===== config.mk =====
export PLATFORM = sky130hd
export DESIGN_NAME = alu_bist
export DESIGN_NICKNAME = d
export VERILOG_FILES = /design/src/rtl/alu_bist.sv
export SDC_FILE = /design/constraint.sdc
export NUM_CORES = 1
export LEC_CHECK = 0
export BUFFER_PORTS_ARGS = -buffer_cell sky130_fd_sc_hd__buf_2
export CAP_MARGIN = 30
export CORE_UTILIZATION = 49
export DETAILED_ROUTE_END_ITERATION = 16
export PLACE_DENSITY_LB_ADDON = 0.15
export SLEW_MARGIN = 20
export SYNTH_ARGS = -nofsm -noshare
export SYNTH_HDL_FRONTEND = slang
export SYNTH_SLANG_ARGS = --single-unit

===== constraint.sdc =====
create_clock -name CLK -period 1.9 [get_ports CLK]
set_input_delay 0.19 -clock CLK [delete_from_list [all_inputs] [get_ports CLK]]
set_output_delay 0.19 -clock CLK [all_outputs]
set_load 0.01 [all_outputs]

===== src/rtl/alu_bist.sv =====
// Built-in self-test initiator for the execute-stage ALU: sweeps every opcode with
// directed corner vectors then LFSR vectors, compresses results and flags into a MISR.

package alu_bist_pkg;
  typedef enum logic [3:0] {
    ALU_SLL, ALU_SRL, ALU_ADD, ALU_SUB, ALU_AND,
    ALU_OR, ALU_XOR, ALU_NOR, ALU_SLT, ALU_SLTU
  } aluop_t;
endpackage

module alu_bist
  import alu_bist_pkg::*;
#(
  parameter int unsigned NUM_VECTORS = 16,
  parameter logic [31:0] SEED        = 32'h1D87_2B41,
  parameter logic [31:0] GOLDEN_SIG  = 32'h0
) (
  input  logic        CLK,
  input  logic        nRST,
  input  logic        start,
  output logic        busy,
  output logic        done,
  output logic        pass,
  output logic [31:0] signature,
  output aluop_t      opcode,
  output logic [31:0] op1,
  output logic [31:0] op2,
  output logic [4:0]  shamt,
  input  logic [31:0] res,
  input  logic        flag_n,
  input  logic        flag_z,
  input  logic        flag_v
);

  localparam int unsigned     VW       = $clog2(NUM_VECTORS);
  localparam logic [VW-1:0]   LAST_VEC = VW'(NUM_VECTORS - 1);
  localparam logic [3:0]      LAST_OP  = 4'd9;
  localparam logic [31:0]     SEED_B   = {SEED[15:0], SEED[31:16]};

  typedef enum logic [1:0] {IDLE, RUN, DONE} state_t;

  function automatic logic [31:0] lfsrStep(input logic [31:0] q);
    return {q[30:0], q[31] ^ q[21] ^ q[1] ^ q[0]};
  endfunction

  // The first four vectors of every opcode are fixed corner cases; the rest come from the LFSRs.
  function automatic logic [63:0] pickOperands(input logic [VW-1:0] v,
                                               input logic [31:0] a,
                                               input logic [31:0] b);
    logic [63:0] ops;
    case (v)
      VW'(0):  ops = {32'h7FFF_FFFF, 32'h0000_0001};
      VW'(1):  ops = {32'h8000_0000, 32'h8000_0000};
      VW'(2):  ops = {32'h0000_0000, 32'h0000_0000};
      VW'(3):  ops = {32'hFFFF_FFFF, 32'h0000_001F};
      default: ops = {a, b};
    endcase
    return ops;
  endfunction

  state_t        state_q;
  logic [VW-1:0] vecCnt_q, vecCnt_d;
  logic [3:0]    opIdx_q, opIdx_d;
  logic [31:0]   lfsrA_q, lfsrA_d;
  logic [31:0]   lfsrB_q, lfsrB_d;
  logic [31:0]   sig_q, sig_d;
  aluop_t        opcode_q;
  logic [31:0]   op1_q, op2_q;
  logic [63:0]   opnd_d;
  logic          busy_q, done_q, pass_q;
  logic          lastVec, lastOp;

  always_comb begin
    lastVec  = (vecCnt_q == LAST_VEC);
    lastOp   = (opIdx_q == LAST_OP);
    sig_d    = lfsrStep(sig_q) ^ res ^ {29'b0, flag_n, flag_z, flag_v};
    lfsrA_d  = lfsrStep(lfsrA_q);
    lfsrB_d  = lfsrStep(lfsrB_q);
    vecCnt_d = lastVec ? '0 : vecCnt_q + VW'(1);
    opIdx_d  = lastVec ? opIdx_q + 4'd1 : opIdx_q;
    opnd_d   = pickOperands(vecCnt_d, lfsrA_d, lfsrB_d);
  end

  always_ff @(posedge CLK or negedge nRST) begin
    if (!nRST) begin
      state_q  <= IDLE;
      vecCnt_q <= '0;
      opIdx_q  <= '0;
      lfsrA_q  <= '0;
      lfsrB_q  <= '0;
      sig_q    <= '0;
      opcode_q <= ALU_SLL;
      op1_q    <= '0;
      op2_q    <= '0;
      busy_q   <= 1'b0;
      done_q   <= 1'b0;
      pass_q   <= 1'b0;
    end else begin
      case (state_q)
        IDLE, DONE: begin
          if (start) begin
            state_q  <= RUN;
            lfsrA_q  <= SEED;
            lfsrB_q  <= SEED_B;
            sig_q    <= '0;
            vecCnt_q <= '0;
            opIdx_q  <= '0;
            opcode_q <= ALU_SLL;
            op1_q    <= 32'h7FFF_FFFF;
            op2_q    <= 32'h0000_0001;
            busy_q   <= 1'b1;
            done_q   <= 1'b0;
            pass_q   <= 1'b0;
          end
        end
        RUN: begin
          sig_q   <= sig_d;
          lfsrA_q <= lfsrA_d;
          lfsrB_q <= lfsrB_d;
          if (lastVec && lastOp) begin
            state_q  <= DONE;
            busy_q   <= 1'b0;
            done_q   <= 1'b1;
            pass_q   <= (sig_d == GOLDEN_SIG);
            opcode_q <= ALU_SLL;
            op1_q    <= '0;
            op2_q    <= '0;
          end else begin
            vecCnt_q <= vecCnt_d;
            opIdx_q  <= opIdx_d;
            opcode_q <= aluop_t'(opIdx_d);
            op1_q    <= opnd_d[63:32];
            op2_q    <= opnd_d[31:0];
          end
        end
        default: state_q <= IDLE;
      endcase
    end
  end

  assign busy      = busy_q;
  assign done      = done_q;
  assign pass      = pass_q;
  assign signature = sig_q;
  assign opcode    = opcode_q;
  assign op1       = op1_q;
  assign op2       = op2_q;
  assign shamt     = op2_q[4:0];

endmodule


==> impl_metrics.env, run 1 <==
export IMPL_run_status="complete, but fails checks"
export IMPL_violations="setup timing"
export IMPL_r2r_setup_slack_ns=-0.01
export IMPL_end_kind="flip-flop"
export IMPL_drt_initial_drc_count=387
export IMPL_overflow=0
export IMPL_hold_start="start"
export IMPL_die_h_um=123
export IMPL_setup_viol=2
export IMPL_rows=43
export IMPL_synth_area_leaders="dfrtp_1, a22o_1, xor2_1, nand2_1, o22ai_1"
export IMPL_finalCritPeriodShare_pct=101
export IMPL_crit_type="reg2reg"
export IMPL_crit_start="vecCnt_q[0]"
export IMPL_skew_ns=0.00955
export IMPL_grt_usage_pct=22.5
export IMPL_slowest_stage="dfrtp_2"
export IMPL_wirelength_mm=17.1
export IMPL_hold_depth=4
export IMPL_die_area_mm2=0.0152
export IMPL_grt_start_max_net_pins=66
export IMPL_drive_gt1_share_pct=30.5
export IMPL_synth_top_area_share_pct=61.4
export IMPL_synthFlopType="dfrtp_1"
export IMPL_pre_cts_ws_ns=-0.114
export IMPL_r2r_cells=7
export IMPL_syn_area_per_cell_um2=11.5
export IMPL_antenna_found_initial=0
export IMPL_critPathMaxFanout=9
export IMPL_fill_cells=1111
export IMPL_critPathMaxStageDelay_ns=0.46
export IMPL_root_buffer="clkbuf_16"
export IMPL_ant_nets=0
export IMPL_synth_largest_area_cell="dfrtp_1"
export IMPL_syn_to_final_growth_pct=27.6
export IMPL_cp_arrival_ns=2.28
export IMPL_fin_util_pct=65.2
export IMPL_synthCells=625
export IMPL_viasPerCell=5.59
export IMPL_port_buffer_count=145
export IMPL_ys_seq_area_share_pct=61.4
export IMPL_cts_sinks=177
export IMPL_nNetsFinal=830
export IMPL_ctsLongestPathBuffers=2
export IMPL_max_freq_mhz=522
export IMPL_path_buf_inv=2
export IMPL_maxCapViolations=0
export IMPL_grt_pass1_wl_mm=26.1
export IMPL_finalMaxSlewViolations=0
export IMPL_synthesis_area_mm2=0.00721
export IMPL_cts_buffers=17
export IMPL_cts_tree="yes"
export IMPL_worstPathCellList="buf_6, ha_4, nor4_4, nor2_2, nor2_4, clkbuf_16, a22o_1"
export IMPL_dp_hpwl_mm=10.9
export IMPL_p_leak_nw=4.47
export IMPL_dieWidth_um=123
export IMPL_clock_latency_ns=0.43
export IMPL_worstSetupPathDepth=7
export IMPL_worstMarginPinSlew_ns=0.619
export IMPL_start_kind="flip-flop"
export IMPL_drc_errors=0
export IMPL_whs_ns=0.0375
export IMPL_post_drt_wl_per_cell_um=17.4
export IMPL_worst_setup_hold_path_clk_slew_ns=0.06
export IMPL_rsz0062_at_grt="yes"
export IMPL_placedCellCount=934
export IMPL_grt_pass1_vias=5103
export IMPL_diodes=0
export IMPL_vias=5471
export IMPL_synth_edff_count=0
export IMPL_fin_cells=978
export IMPL_peakVddDrop_v=0.000818
export IMPL_yosys_warnings=0
export IMPL_cpLargestDelayFamily="simple AND/OR/NAND/NOR gates"
export IMPL_cts_max_level=4
export IMPL_critPathRequiredTime_ns=2.26
export IMPL_syn_num_nets=670
export IMPL_p_per_area_mw_per_mm2=1970
export IMPL_ys_types=38
export IMPL_rr_startpoint="vecCnt_q[0]"
export IMPL_start_util_pct=51.1
export IMPL_synth_seq_cells=177
export IMPL_async_flop_share_pct=100
export IMPL_globalplace_congestion=0.811
export IMPL_hold_viol_final=0
export IMPL_worst_slack_ns=-0.0141
export IMPL_totalPowerFinal_mw=18.1
export IMPL_period_minus_slack_ns=1.91
export IMPL_relSlewSlack_pct=58.8
export IMPL_drt_first_pass_iters=6
export IMPL_core_area_mm2=0.0141
export IMPL_io_pins=146
export IMPL_hold_class="in2reg"
## worst register-to-register path: stages, from the launching register on
cell       delay [ns]
dfrtp_2          0.46
buf_6            0.14
ha_4             0.16
nor4_4           0.35
nor2_2           0.11
nor2_4           0.28
clkbuf_16        0.22
a22o_1           0.14
## area by class of cell
cell class                 instances  area (um^2)  share of cell area, %
inverter                           6         22.5                  0.245
clock inverter                    11          186                   2.03
tap                              180          225                   2.45
timing repair buffer             189         1230                   13.4
clock buffer                      21          440                   4.79
multi-input combinational        394         2660                   28.9
sequential                       177         4430                   48.2
## synth_stat cells, types with 6 or more instances
master    number
buf_1          7
xnor2_1       11
nor4_1         9
a21oi_1       22
o21ai_0       14
dfrtp_1      177
ha_1           7
clkbuf_1      27
buf_4          8
o22ai_1       32
xor2_1        36
a22o_1        78
nand2_1       77
inv_1          6
buf_2          6
nand3_1       17
nor2_1        42
o22a_1        13
## power breakdown
| group | internal [mW] | switching (mW) | leakage, nW |
|---|---|---|---|
| clock | 2.33 | 1.40 | 0.305 |
| combinational | 3.66 | 3.59 | 2.02 |
| sequential | 5.61 | 1.53 | 2.15 |
| total | 11.6 | 6.52 | 4.47 |
## metrics by stage
stage	cell area, um^2	setup TNS (ns)
2_1_floorplan	7210	0
3_3_place_gp	8310	-1.29
3_5_place_dp	8310	-4.41
4_1_cts	8950	0
5_1_grt	9200	-2.47
6_report	9200	-0.0198
## metal layers
layer / wire, um / global-route usage [%] / up-vias
met5: 0 / 0 / -
met4: 280 / 8.43 / 0
met3: 713 / 4.94 / 21
met2: 8330 / 35.2 / 142
met1: 7740 / 30.8 / 2756
li1: - / - / 2552
## sequential cells by signal, indices dropped and copies added (netlist names)
name,flops
op2,32
done,1
opIdx_q,4
busy,1
op1,32
pass,1
state_q,2
lfsrA_q,32
opcode,4
signature,32
vecCnt_q,4
lfsrB_q,32
## timing repair
item,in CTS,in global routing
hold buffers,1,0
pin swaps,2,4
setup buffers,0,8
gates cloned,0,3
setup endpoints to repair,66,73
gates resized for setup,2,23
endpoints found under the hold margin,60,0
## cells in the final DEF, fill, tap and decap left out, drive strengths merged, types with 2 or more instances in the layout
cell | Yosys | final
o22ai | 32 | 32
ha | 7 | 7
dfrtp | 177 | 177
o21a | 4 | 4
nand2 | 77 | 77
clkinv | 0 | 5
a21oi | 22 | 22
o22a | 13 | 13
o31ai | 6 | 6
inv | 6 | 6
a21o | 3 | 3
a221o | 2 | 2
xor2 | 36 | 36
nor4 | 9 | 9
xnor2 | 11 | 11
a22o | 79 | 79
nand2b | 2 | 2
bufinv | 0 | 5
buf | 21 | 185
nor3 | 3 | 3
clkbuf | 27 | 24
nand3 | 18 | 18
nor2 | 43 | 43
nor2b | 3 | 3
o21ai | 15 | 15
nand4 | 2 | 2
## worst paths after layout
path                          endpoint
min in group asynchronous      op2[12]
setup reg to reg               op2[26]
hold reg to reg              opcode[0]
hold / removal              state_q[1]
max in group asynchronous  lfsrA_q[11]
setup / recovery               op2[26]
## logic make-up (layout without fill, tap and decap cells)
group,Yosys count,count (layout),share of synthesized area (%)
buf+inv,54,227,3.33
fa+ha+maj,7,7,1.22
compound gates,177,177,18.5
xor+xnor,47,47,5.71
flops,177,177,61.4
simple gates,163,163,9.84
(Power assumes the default switching activity.)
==> run 2: changes to the inputs <==
- CORE_UTILIZATION: 49 -> 30
==> impl_metrics.env, run 2 (synthesis results as in run 1) <==
export IMPL_wirelength_mm=18.5
export IMPL_start_util_pct=30.6
export IMPL_end_kind="flip-flop"
export IMPL_path_buf_inv=3
export IMPL_critPathRequiredTime_ns=2.27
export IMPL_post_drt_wl_per_cell_um=16.6
export IMPL_finalSetupTns_ns=-0.0106
export IMPL_fill_cells=2316
export IMPL_finalMaxSlewViolations=0
export IMPL_run_status="complete, but fails checks"
export IMPL_final_cell_mix="dfrtp_1, buf_2, a22o_1, nand2_1, nor2_1"
export IMPL_grt_pass1_wl_mm=29.0
export IMPL_critPathMaxFanout=7
export IMPL_cts_sinks=177
export IMPL_dp_hpwl_mm=12.0
export IMPL_vias=5429
export IMPL_drt_initial_drc_count=261
export IMPL_die_h_um=157
export IMPL_dieWidth_um=157
export IMPL_clock_latency_ns=0.43
export IMPL_drt_first_pass_iters=4
export IMPL_p_leak_nw=4.44
export IMPL_violations="setup timing"
export IMPL_skew_ns=0.00953
export IMPL_rsz0062_at_grt="yes"
export IMPL_switchingPower_mw=6.73
export IMPL_p_seq_share_pct=40.4
export IMPL_start_kind="flip-flop"
export IMPL_drc_errors=0
export IMPL_drive_gt1_share_pct=32.0
export IMPL_clkPwrFrac_pct=18.4
export IMPL_period_minus_slack_ns=1.90
export IMPL_p_per_area_mw_per_mm2=1900
export IMPL_core_area_mm2=0.0235
export IMPL_hold_class="in2reg"
export IMPL_design_area_mm2=0.00933
export IMPL_finalCritPeriodShare_pct=100
export IMPL_layout_commonest_cell="dfrtp_1"
export IMPL_combPwrFrac_pct=41.2
export IMPL_ctsLongestPathBuffers=2
export IMPL_setup_viol=3
export IMPL_viasPerCell=4.87
export IMPL_port_buffer_count=145
export IMPL_cpLargestDelayFamily="simple AND/OR/NAND/NOR gates"
export IMPL_grt_start_max_net_pins=68
export IMPL_io_pins=146
export IMPL_grt_usage_pct=15.2
export IMPL_place_area_mm2=0.00849
export IMPL_rows=56
export IMPL_hold_start="start"
export IMPL_peakVddDrop_v=0.000606
export IMPL_cts_tree="yes"
export IMPL_crit_start="vecCnt_q[0]"
export IMPL_cp_arrival_ns=2.27
export IMPL_root_buffer="clkbuf_16"
export IMPL_path_common_cell="nor2_4"
export IMPL_maxCapViolations=0
export IMPL_rr_startpoint="vecCnt_q[0]"
export IMPL_worst_slack_ns=-0.00430
export IMPL_swShare_pct=37.9
export IMPL_hold_viol_final=0
export IMPL_worst_setup_hold_path_clk_slew_ns=0.07
export IMPL_internal_power_mw=11.0
export IMPL_worstMarginPinSlew_ns=0.582
export IMPL_crit_type="reg2reg"
export IMPL_cts_buffers=17
export IMPL_ant_nets=0
export IMPL_max_freq_mhz=525
export IMPL_worstPathCellList="buf_6, ha_4, nor4_4, buf_4, nor2_4, nor2_4, clkbuf_16, a22o_1"
export IMPL_overflow=0
export IMPL_syn_to_final_growth_pct=29.5
export IMPL_critPathMaxStageDelay_ns=0.45
export IMPL_diodes=0
export IMPL_slowest_stage="dfrtp_2"
export IMPL_globalplace_congestion=0.748
export IMPL_cts_max_level=4
export IMPL_relSlewSlack_pct=61.1
export IMPL_grt_pass1_vias=5478
export IMPL_antenna_found_initial=0
export IMPL_nNetsFinal=828
export IMPL_die_area_mm2=0.0247
## run 2: cell types whose count changed in the layout (fill, tap and decap cells not counted), moves of 2 or more
cell       before  now
buf_4          29   27
clkinv_4        1    3
o22ai_2         3   14
clkbuf_1        4    1
o22ai_1        29   18
bufinv_16       5    0
inv_6           0    4
clkbuf_8        0    2
nor3_2          0    2
## run 2: routing by layer
| metal | wire length [um] | GRT usage, % |
|---|---|---|
| met5 | 0 | 0 |
| met4 | 261 | 5.60 |
| met3 | 656 | 3.06 |
| met2 | 9240 | 25.8 |
| met1 | 8320 | 19.1 |
## run 2: final timing paths
path | cells past startpoint | slack, ns | end
max in group asynchronous | 3 | 0.94 | op1[18]
worst max register to register | 8 | -0.004 | op2[28]
min in group asynchronous | 2 | 0.31 | op2[15]
worst max-delay path | 8 | -0.004 | op2[28]
worst min register to register | 1 | 0.48 | opcode[3]
worst min-delay path | 4 | 0.03 | state_q[1]
## run 2: through the flow
| step | util (%) | setup WS [ns] | hold WS, ns | std cells | power (mW) |
|---|---|---|---|---|---|
| after floorplan | - | 0.0648 | -0.106 | 625 | 11.1 |
| after global placement | 36.0 | -0.0782 | 0.223 | 1073 | 13.5 |
| after detailed placement | 36.0 | -0.0969 | 0.227 | 1073 | 13.8 |
| after CTS | 38.4 | 0.0184 | 0.0167 | 1106 | 17.1 |
| after global routing | 39.6 | -0.0894 | 0.0456 | 1115 | 19.0 |
| final | 39.6 | -0.00430 | 0.0322 | 1115 | 17.8 |
## run 2: what timing repair did
action                                 in CTS  in global routing
setup endpoints to repair                  42                 78
pin swaps                                   1                 14
resized for setup                           2                 34
hold buffers                                1                  0
endpoints found under the hold margin      57                  0
buffers inserted                            0                  5
gates cloned                                0                  4
## run 2: cell type report
type | count | area (um^2) | share of cell area [%]
Clock buffer | 19 | 443 | 4.75
Clock inverter | 13 | 103 | 1.10
Inverter | 6 | 22.5 | 0.241
Multi-Input combinational cell | 395 | 2740 | 29.4
Sequential cell | 177 | 4430 | 47.5
Tap cell | 319 | 399 | 4.28
Timing Repair Buffer | 186 | 1190 | 12.8
## run 2: worst reg2reg max path, stage by stage (launching register included)
cell and delay (ns):
dfrtp_2 0.45, buf_6 0.15, ha_4 0.16, nor4_4 0.26, buf_4 0.17, nor2_4 0.05, nor2_4 0.28, clkbuf_16 0.22
a22o_1 0.13
## run 2: power by group through the flow
stage	sequential (mW)	clock (mW)	combinational, mW
2_1_floorplan	7.28	0	3.79
3_3_place_gp	7.09	0	6.44
3_5_place_dp	7.17	0	6.60
4_1_cts	7.12	3.36	6.63
5_1_grt	7.44	3.51	8.07
6_report	7.17	3.27	7.32
